[src/rtl/controlador_juego.sv]
// Tic-tac-toe game controller: detects moves from the cell selector codes,
// keeps the authoritative board, enforces turn timeouts and reports the result.
module controlador_juego #(
    parameter int TIEMPO_TURNO = 50000000,
    parameter int ANCHO_CONT   = 26
) (
    input  logic        clk,
    input  logic        rst_n,
    input  logic        boton_reinicio,
    input  logic [1:0]  guarda_c1,
    input  logic [1:0]  guarda_c2,
    input  logic [1:0]  guarda_c3,
    input  logic [1:0]  guarda_c4,
    input  logic [1:0]  guarda_c5,
    input  logic [1:0]  guarda_c6,
    input  logic [1:0]  guarda_c7,
    input  logic [1:0]  guarda_c8,
    input  logic [1:0]  guarda_c9,
    output logic        turno_p1,
    output logic        turno_p2,
    output logic [17:0] tablero,
    output logic        gana_p1,
    output logic        gana_p2,
    output logic        empate,
    output logic [7:0]  linea_ganadora,
    output logic        jugada_invalida,
    output logic        tiempo_agotado,
    output logic [2:0]  estado_o
);

    typedef enum logic [2:0] {
        INICIO   = 3'd0,
        TURNO_P1 = 3'd1,
        EVAL_P1  = 3'd2,
        TURNO_P2 = 3'd3,
        EVAL_P2  = 3'd4,
        FIN      = 3'd5
    } estado_t;

    estado_t               estado_q;
    logic [17:0]           tablero_q;
    logic [17:0]           prev_q;
    logic [ANCHO_CONT-1:0] timer_q;
    logic                  turno_p1_q, turno_p2_q;
    logic                  gana_p1_q, gana_p2_q, empate_q;
    logic [7:0]            linea_q;
    logic                  invalida_q, agotado_q;

    logic [17:0] guarda_v;
    logic        cambio;
    logic [3:0]  idx;
    logic [1:0]  codigo_cambio;
    logic [1:0]  codigo_turno;
    logic [1:0]  codigo_eval;
    logic        en_turno;
    logic        es_jugada;
    logic        valida;
    logic        fin_tiempo;
    logic        lleno;
    logic [7:0]  lineas;

    function automatic logic [7:0] lineas_de(input logic [17:0] t, input logic [1:0] c);
        logic [8:0] m;
        for (int k = 0; k < 9; k++) m[k] = (t[2*k +: 2] == c);
        return {m[2] & m[4] & m[6], m[0] & m[4] & m[8],
                m[2] & m[5] & m[8], m[1] & m[4] & m[7], m[0] & m[3] & m[6],
                m[6] & m[7] & m[8], m[3] & m[4] & m[5], m[0] & m[1] & m[2]};
    endfunction

    assign guarda_v = {guarda_c9, guarda_c8, guarda_c7, guarda_c6, guarda_c5,
                       guarda_c4, guarda_c3, guarda_c2, guarda_c1};

    // Descending scan so the lowest-index changed cell is the one kept.
    always_comb begin
        cambio = 1'b0;
        idx    = 4'd0;
        for (int k = 8; k >= 0; k--) begin
            if (guarda_v[2*k +: 2] != prev_q[2*k +: 2]) begin
                cambio = 1'b1;
                idx    = 4'(k);
            end
        end
    end

    assign codigo_cambio = guarda_v[{idx, 1'b0} +: 2];
    assign en_turno      = (estado_q == TURNO_P1) || (estado_q == TURNO_P2);
    assign codigo_turno  = (estado_q == TURNO_P1) ? 2'b11 : 2'b01;
    assign codigo_eval   = (estado_q == EVAL_P1) ? 2'b11 : 2'b01;
    assign es_jugada     = en_turno && cambio && (codigo_cambio == codigo_turno);
    assign valida        = es_jugada && (tablero_q[{idx, 1'b0} +: 2] == 2'b00);
    assign fin_tiempo    = (timer_q == ANCHO_CONT'(TIEMPO_TURNO - 1));
    assign lineas        = lineas_de(tablero_q, codigo_eval);

    always_comb begin
        lleno = 1'b1;
        for (int k = 0; k < 9; k++) begin
            if (tablero_q[2*k +: 2] == 2'b00) lleno = 1'b0;
        end
    end

    always_ff @(posedge clk) begin
        if (!rst_n) begin
            estado_q   <= INICIO;
            tablero_q  <= '0;
            prev_q     <= '0;
            timer_q    <= '0;
            turno_p1_q <= 1'b0;
            turno_p2_q <= 1'b0;
            gana_p1_q  <= 1'b0;
            gana_p2_q  <= 1'b0;
            empate_q   <= 1'b0;
            linea_q    <= '0;
            invalida_q <= 1'b0;
            agotado_q  <= 1'b0;
        end else begin
            prev_q     <= guarda_v;
            invalida_q <= 1'b0;
            agotado_q  <= 1'b0;
            if (boton_reinicio) begin
                estado_q   <= INICIO;
                turno_p1_q <= 1'b0;
                turno_p2_q <= 1'b0;
            end else begin
                case (estado_q)
                    INICIO: begin
                        tablero_q  <= '0;
                        timer_q    <= '0;
                        gana_p1_q  <= 1'b0;
                        gana_p2_q  <= 1'b0;
                        empate_q   <= 1'b0;
                        linea_q    <= '0;
                        estado_q   <= TURNO_P1;
                        turno_p1_q <= 1'b1;
                    end
                    TURNO_P1, TURNO_P2: begin
                        if (valida) begin
                            tablero_q[{idx, 1'b0} +: 2] <= codigo_turno;
                            estado_q   <= (estado_q == TURNO_P1) ? EVAL_P1 : EVAL_P2;
                            turno_p1_q <= 1'b0;
                            turno_p2_q <= 1'b0;
                        end else begin
                            invalida_q <= es_jugada;
                            if (fin_tiempo) begin
                                agotado_q  <= 1'b1;
                                timer_q    <= '0;
                                estado_q   <= (estado_q == TURNO_P1) ? TURNO_P2 : TURNO_P1;
                                turno_p1_q <= (estado_q == TURNO_P2);
                                turno_p2_q <= (estado_q == TURNO_P1);
                            end else begin
                                timer_q <= timer_q + 1'b1;
                            end
                        end
                    end
                    EVAL_P1, EVAL_P2: begin
                        if (|lineas) begin
                            gana_p1_q <= (estado_q == EVAL_P1);
                            gana_p2_q <= (estado_q == EVAL_P2);
                            linea_q   <= lineas;
                            estado_q  <= FIN;
                        end else if (lleno) begin
                            empate_q <= 1'b1;
                            estado_q <= FIN;
                        end else begin
                            timer_q    <= '0;
                            estado_q   <= (estado_q == EVAL_P1) ? TURNO_P2 : TURNO_P1;
                            turno_p1_q <= (estado_q == EVAL_P2);
                            turno_p2_q <= (estado_q == EVAL_P1);
                        end
                    end
                    default: ;
                endcase
            end
        end
    end

    assign turno_p1        = turno_p1_q;
    assign turno_p2        = turno_p2_q;
    assign tablero         = tablero_q;
    assign gana_p1         = gana_p1_q;
    assign gana_p2         = gana_p2_q;
    assign empate          = empate_q;
    assign linea_ganadora  = linea_q;
    assign jugada_invalida = invalida_q;
    assign tiempo_agotado  = agotado_q;
    assign estado_o        = estado_q;

endmodule

[config.mk]
export PLATFORM = sky130hd
export DESIGN_NAME = controlador_juego
export DESIGN_NICKNAME = d
export VERILOG_FILES = /design/src/rtl/controlador_juego.sv
export SDC_FILE = /design/constraint.sdc
export NUM_CORES = 1
export LEC_CHECK = 0
export ABC_CLOCK_PERIOD_IN_PS = 3140
export CORE_UTILIZATION = 51
export DETAILED_ROUTE_END_ITERATION = 6
export PLACE_DENSITY_LB_ADDON = 0.3
export SLEW_MARGIN = 25
export SYNTH_ARGS = -nofsm -noshare
export SYNTH_HDL_FRONTEND = slang
export SYNTH_SLANG_ARGS = --single-unit
[constraint.sdc]
create_clock -name clk -period 3.14 [get_ports clk]
set_input_delay 0.471 -clock clk [delete_from_list [all_inputs] [get_ports clk]]
set_output_delay 0.471 -clock clk [all_outputs]
set_load 0.02 [all_outputs]
---- Yosys cells after proc, flatten, opt, wreduce, memory -nomap -nowiden ----
Cells that the tools add are included.
word-level totals
  bits in registers ....................... 80
  output and inout port bits .............. 36
  logic and storage cells ................. 164
  bits of input ports ..................... 21
operators by class
  bitwise gates (word level) .............. 19
  mux-type cells .......................... 65
  equality and inequality tests ........... 31
  shift-type cells ........................ 4
  reductions and logical operators ........ 31
  add/subtract/negate cells ............... 2
operator list
  kind                                                  count
  two-way mux 26 bit                                    4
  case mux 26 bit (3 select lines)                      1
  two-way mux 4 bit                                     9
  case mux 18 bit (2 select lines)                      1
  variable part select 18 x 6 -> 2 bit                  2
  two-way mux 1 bit                                     31
  adder 26 x 1 -> 26 bit, second input constant         1
  equality test 26 bit, second input constant           1
  equality test 2 bit                                   10
  logical NOT 2 bit                                     10
  bitwise mux 18 bit                                    1
  two-way mux 18 bit                                    1
  != test 2 bit                                         9
  variable shift 2 x 7 -> 18 bit, first input constant  1
  variable part select 2 x 7 -> 18 bit                  1
  bitwise AND 1 bit                                     16
  case mux 8 bit (2 select lines)                       1
  two-way mux 3 bit                                     5
  != test 2 bit, second input constant                  6
  AND reduction 4 bit                                   3
  case mux 3 bit (3 select lines)                       1
  two-way mux 2 bit                                     4
  two-way mux 8 bit                                     1
  case mux 1 bit (2 select lines)                       4
  18 further kinds                                      28

---- Depth between registers and ports, before layout ----
  word-level depth ........................ 16
  gate-level depth with buffers ........... 13
  mapped depth without buffers ............ 11

---- Worst setup path before layout ----
OpenSTA, ideal clock, no wires.
  path kind ............................... input -> register
  start ................................... input guarda_c7[1]
  end ..................................... register tablero_q[4] (netlist: tablero[4])
  arrival ................................. 3.048 ns
  setup time .............................. 0.140 ns
  path buffers ............................ 2
  required time ........................... 3.000 ns
  cell stages on the path ................. 12
  setup slack ............................. -0.049 ns
  path through ............................ xnor2_1 o211ai_1 a211oi_1 or2_1 buf_2 mux4_2 a21oi_1 o21ai_1 a21o_1 buf_2 o311ai_0 o211ai_1
on the way
  word-level cells in the longest chain between the ends .. 14
  elaborated cells between the ends (all ways) .. 30
  classes of those cells .................. add/sub (1); eq/ne (3); shift (4); mux (17); reduce/logical (5)
ends and longest elaborated chain
  item                                  RTL line  text
  start, declared                       16        input logic [1:0] guarda_c7,
  != test 2 bit                         78        if (guarda_v[2*k +: 2] != prev_q[2*k +: 2]) begin
  two-way mux 4 bit (7 in a row)        78
  variable part select 18 x 6 -> 2 bit  85        assign codigo_cambio = guarda_v[{idx, 1'b0} +: 2];
  equality test 2 bit                   89        assign es_jugada = en_turno && cambio && (codigo_cambio == codigo_turno);
  logical AND 1 bit                     89
  logical AND 1 bit                     90        assign valida = es_jugada && (tablero_q[{idx, 1'b0} +: 2] == 2'b00);
  != test 2 bit (no source line)        -
  AND reduction 3 bit (no source line)  -
  end signal, assigned by index         137       tablero_q[{idx, 1'b0} +: 2] <= codigo_turno;
  end, declared                         41        logic [17:0] tablero_q;
Parallel ways exist; a longest one is shown, timed or not. The select of a mux whose other input is x is not followed.
A chain may end at the register's enable or synchronous reset.

---- Worst setup path in the final report ----
  start ................................... input guarda_c2[0]
  end ..................................... register tablero_q[12] (netlist: tablero[12])
on the way
  word-level cells in the longest chain between the ends .. 9
  elaborated cells between the ends (all ways) .. 20
  classes of those cells .................. add/sub (1); eq/ne (3); shift (4); mux (7); reduce/logical (5)
ends and longest elaborated chain
  item                                  RTL line  text
  start, declared                       11        input logic [1:0] guarda_c2,
  != test 2 bit                         78
  two-way mux 4 bit (2 in a row)        78
  variable part select 18 x 6 -> 2 bit  85
  equality test 2 bit                   89
  logical AND 1 bit                     89
  logical AND 1 bit                     90
  != test 2 bit (no source line)        -
  AND reduction 3 bit (no source line)  -
Parallel ways exist; a longest one is shown, timed or not. The select of a mux whose other input is x is not followed.

==> summary.md <==
| Metric | Value |
|---|---|
| CP Launch Type | primary input |
| Seq/Total Area, Yosys | 0.334 |
| Critical path peak fanout | 7 |
| Stages on worst setup path | 12 |
| Largest stage delay, worst path | 0.55 ns |
| Max-slew violation count | 0 |
| Setup Slack @ Placement | -0.704 ns |
| Hpwl dp | 10800 um |
| Sink Count | 80 |
| Die Y | 99.0 um |
| Area post-placement | 0.00601 mm^2 |
| Area growth syn-to-layout | 36.2% |
| First-pass GRT wire length | 25000 um |
| Fin cells | 857 |
| Post-Syn Nets | 637 |
| Net Sw Power | 0.687 mW |
| Sw Ratio | 0.310 |
| Via count | 5423 |
| Hold Path Class | reg2reg |
| Clock buffer depth | 2 |
| Residual DRC | 1 |
| Crit path kind | in2reg |
| DP Cell Count | 831 |
| F_max | 0.324 GHz |
| DRT Wirelength | 15700 um |
| Slew @ Worst Pin | 0.713 ns |
| Routability cong. | 0.929 |
| Top-Level Pins | 57 |
| Failing checks | design-rule violations |
| Clk pwr share | 0.334 |
| Fill cell count | 703 |
| Setup ws final | 0.0559 ns |
| Largest net degree at the start of global routing | 24 |
| Gate Count Post-Synth | 612 |
| Ranking of synthesized cells by area | dfxtp_1, nand2_1, nor2_1 |
| Top-area cell type share of the netlist area | 0.334 |
| FF-to-FF Start | prev_q[15] |
| Final worst clock skew | 0.0114 ns |
| Crit end category | flip-flop |
| Fin. Hold Viols | 0 |
| Max Cap Viol | 0 |
| CTS buffer count | 9 |
| CP endpoint | tablero[12] |
| Die X-Extent | 99.0 um |
| # rows | 35 |
| WHS | 0.461 ns |
| Crit path buffers/inverters | 2 |
| Hold Path Origin | gana_p1 |
| Antenna violations before repair | 0 |
| Tmin final | 3.08 ns |
| Die ar. | 0.00980 mm^2 |
| ANT nets after route | 0 |
| Routed WL per cell | 18.3 um |
| ANT cells | 0 |
| Synth Cell Area | 0.00480 mm^2 |
| Overall routing resource usage | 0.321 |
| Largest delay contributor family on the critical path | compound AO/OA/AOI/OAI gates |
| Yosys reg bits | 80 |
| Power per cell area | 339 mW/mm^2 |
| Area leader, netlist | dfxtp_1 |
| Layout cells sized above 1 | 0.217 |
| Syn avg cell area | 7.84 um^2 |
| Internal | 1.53 mW |
| Worst-path cell chain | dlygate4sd2_1 -> xnor2_1 -> nand4_1 -> or4_1 -> o211ai_1 -> a221oi_2 -> a311o_1 -> a41o_4 -> buf_4 -> a21o_4 -> o311ai_1 -> nand2_1 |
| Layout net count | 766 |
| Ys Warns | 0 |
| Synth top cells by count | dfxtp_1, nand2_1, nor2_1 |
| Clock root buffer | clkbuf_8 |
| Clk_lat worst skew | 0.38 ns |
| Number of global-route vias before repair | 5118 |
| Slew HR | 0.523 |
| Setup violations, final | 0 |
| Overflow after GRT | 0 |
| Total core area | 0.00915 mm^2 |
| Critical Path RT | 3.40 ns |
| Yosys cell types | 67 |
| Multi-input gate area | 0.00331 mm^2 |
| R2R Setup Slk | 0.06 ns |
| CTS clk-pin slew, worst paths | 0.10 ns |
| Worst path slowest cell | or4_1 |
| Fin crit share | 0.982 |
| Arr. time, crit path | 3.34 ns |
| Max IR drop VDD | 190 uV |
| Detailed Route Iter0 Violations | 506 |
| R2r endpoint | tablero[12] |
| Post-synth EDFFs | 0 |
| Initial Utilization | 0.524 |
| Comb pwr share | 0.195 |
| Hold-fix buffers at CTS | 0 |
| Ys flop type | dfxtp_1 |
| Pleak | 2.68 nW |
| Sequential Area | 0.00160 mm^2 |
| Total iterations of the first detailed-routing run | 7 |
| Seq pwr share | 0.471 |
| Start point of the critical path | guarda_c2[0] |
| Fin area | 0.00653 mm^2 |
| H-tree levels | 3 |
| IO buf count | 56 |
| R2r worst-path depth | 13 |
| TritonCTS clock tree | done |
| DR vias/cell | 6.33 |
| FFs w/ async S/R, synth | 0 |
| Outcome | finished, violations left |
-- registers in the layout (all words and copies together) (netlist names) --
register / flops
timer_q: 26
turno_p2: 1
estado_o: 3
gana_p1: 1
tiempo_agotado: 1
gana_p2: 1
empate: 1
prev_q: 18
jugada_invalida: 1
turno_p1: 1
linea_ganadora: 8
tablero: 18
-- cells in the final DEF (no fill, tap or decap), types with 5 or more instances in the layout --
cell type and count:
o211ai_1 10, o31ai_1 7, nor2_1 60, nand4_1 13, nor4_1 7, nor3_1 22
nand3_1 25, or2_2 5, dfxtp_1 79, clkdlybuf4s50_1 40, a211o_1 13, buf_6 5
buf_4 83, a221o_1 9, nand4b_1 5, xnor2_1 8, a21oi_1 29, clkbuf_8 9
inv_1 11, xor2_1 7, and2_1 19, o21ai_0 12, a31oi_1 8, nor4b_1 5
xnor2_2 7, dlygate4sd2_1 11, and3_1 30, nand2_1 80, or3_1 11
-- cells by family (layout without fill, tap and decap cells) --
family,after synthesis,in the layout,share of synthesized area
compound gates,142,144,0.213
xor+xnor,25,25,0.0457
fa+ha+maj,4,4,0.0104
buf+inv,41,173,0.0363
flops,80,80,0.334
mux,9,9,0.0245
simple gates,311,311,0.336
-- final cells by class --
cell class              count  area share
flip-flops and latches     80       0.245
clock buffers               9      0.0190
well taps                 111      0.0213
multi-input cells         493       0.507
inverters                  12     0.00728
repair buffers            145       0.191
clock inverters             7     0.00920
-- routing by layer --
| layer | vias up | wire (um) | track usage |
|---|---|---|---|
| met4 | 0 | 399 | 0.127 |
| met3 | 46 | 1240 | 0.0496 |
| li1 | 2536 | - | - |
| met5 | - | 0 | 0 |
| met2 | 284 | 7620 | 0.548 |
| met1 | 2557 | 6400 | 0.406 |
-- stage by stage --
stage | setup TNS, ns | power [mW] | utilization
floorplan | 0 | 1.25 | -
global placement | -24.65 | 1.41 | 0.656
detailed placement | -30.74 | 1.42 | 0.656
CTS | 0 | 2.18 | 0.699
global route | -0.117 | 2.29 | 0.714
finish | 0 | 2.22 | 0.714
-- power by group through the flow --
stage          clock network (mW)  registers [mW]  logic [mW]
2_1_floorplan                   0            1.07       0.180
3_3_place_gp                    0            1.06       0.344
3_5_place_dp                    0            1.07       0.352
4_1_cts                     0.742            1.04       0.395
5_1_grt                     0.791            1.05       0.456
6_report                    0.739            1.04       0.432
-- how the worst min path moves through the flow --
stage                 endpoint  slack (ns)  cells after the start
finish                 gana_p1        0.46                      2
global route           gana_p1        0.49                      2
CTS                    gana_p1        0.46                      2
detailed placement     gana_p1        0.45                      2
global placement       gana_p1        0.45                      2
floorplan           timer_q[1]        0.47                      2
-- worst register-to-register path: stages (launching register included) --
cell and delay (ns):
dfxtp_2 0.34, xor2_1 0.16, o211ai_1 0.28, a211oi_2 0.13, or2_4 0.29, buf_6 0.14, inv_4 0.09, o221ai_2 0.10
a311o_1 0.37, a41o_4 0.31, buf_4 0.15, a21o_4 0.23, o311ai_1 0.31, nand2_1 0.08
-- timing repair --
action | in CTS | in global routing
setup buffers | 4 | 4
pin swaps | 19 | 10
resized for setup | 48 | 31
setup endpoints to repair | 50 | 49
cloned | 2 | 0
No activity file was read; power rests on OpenSTA's default activity.
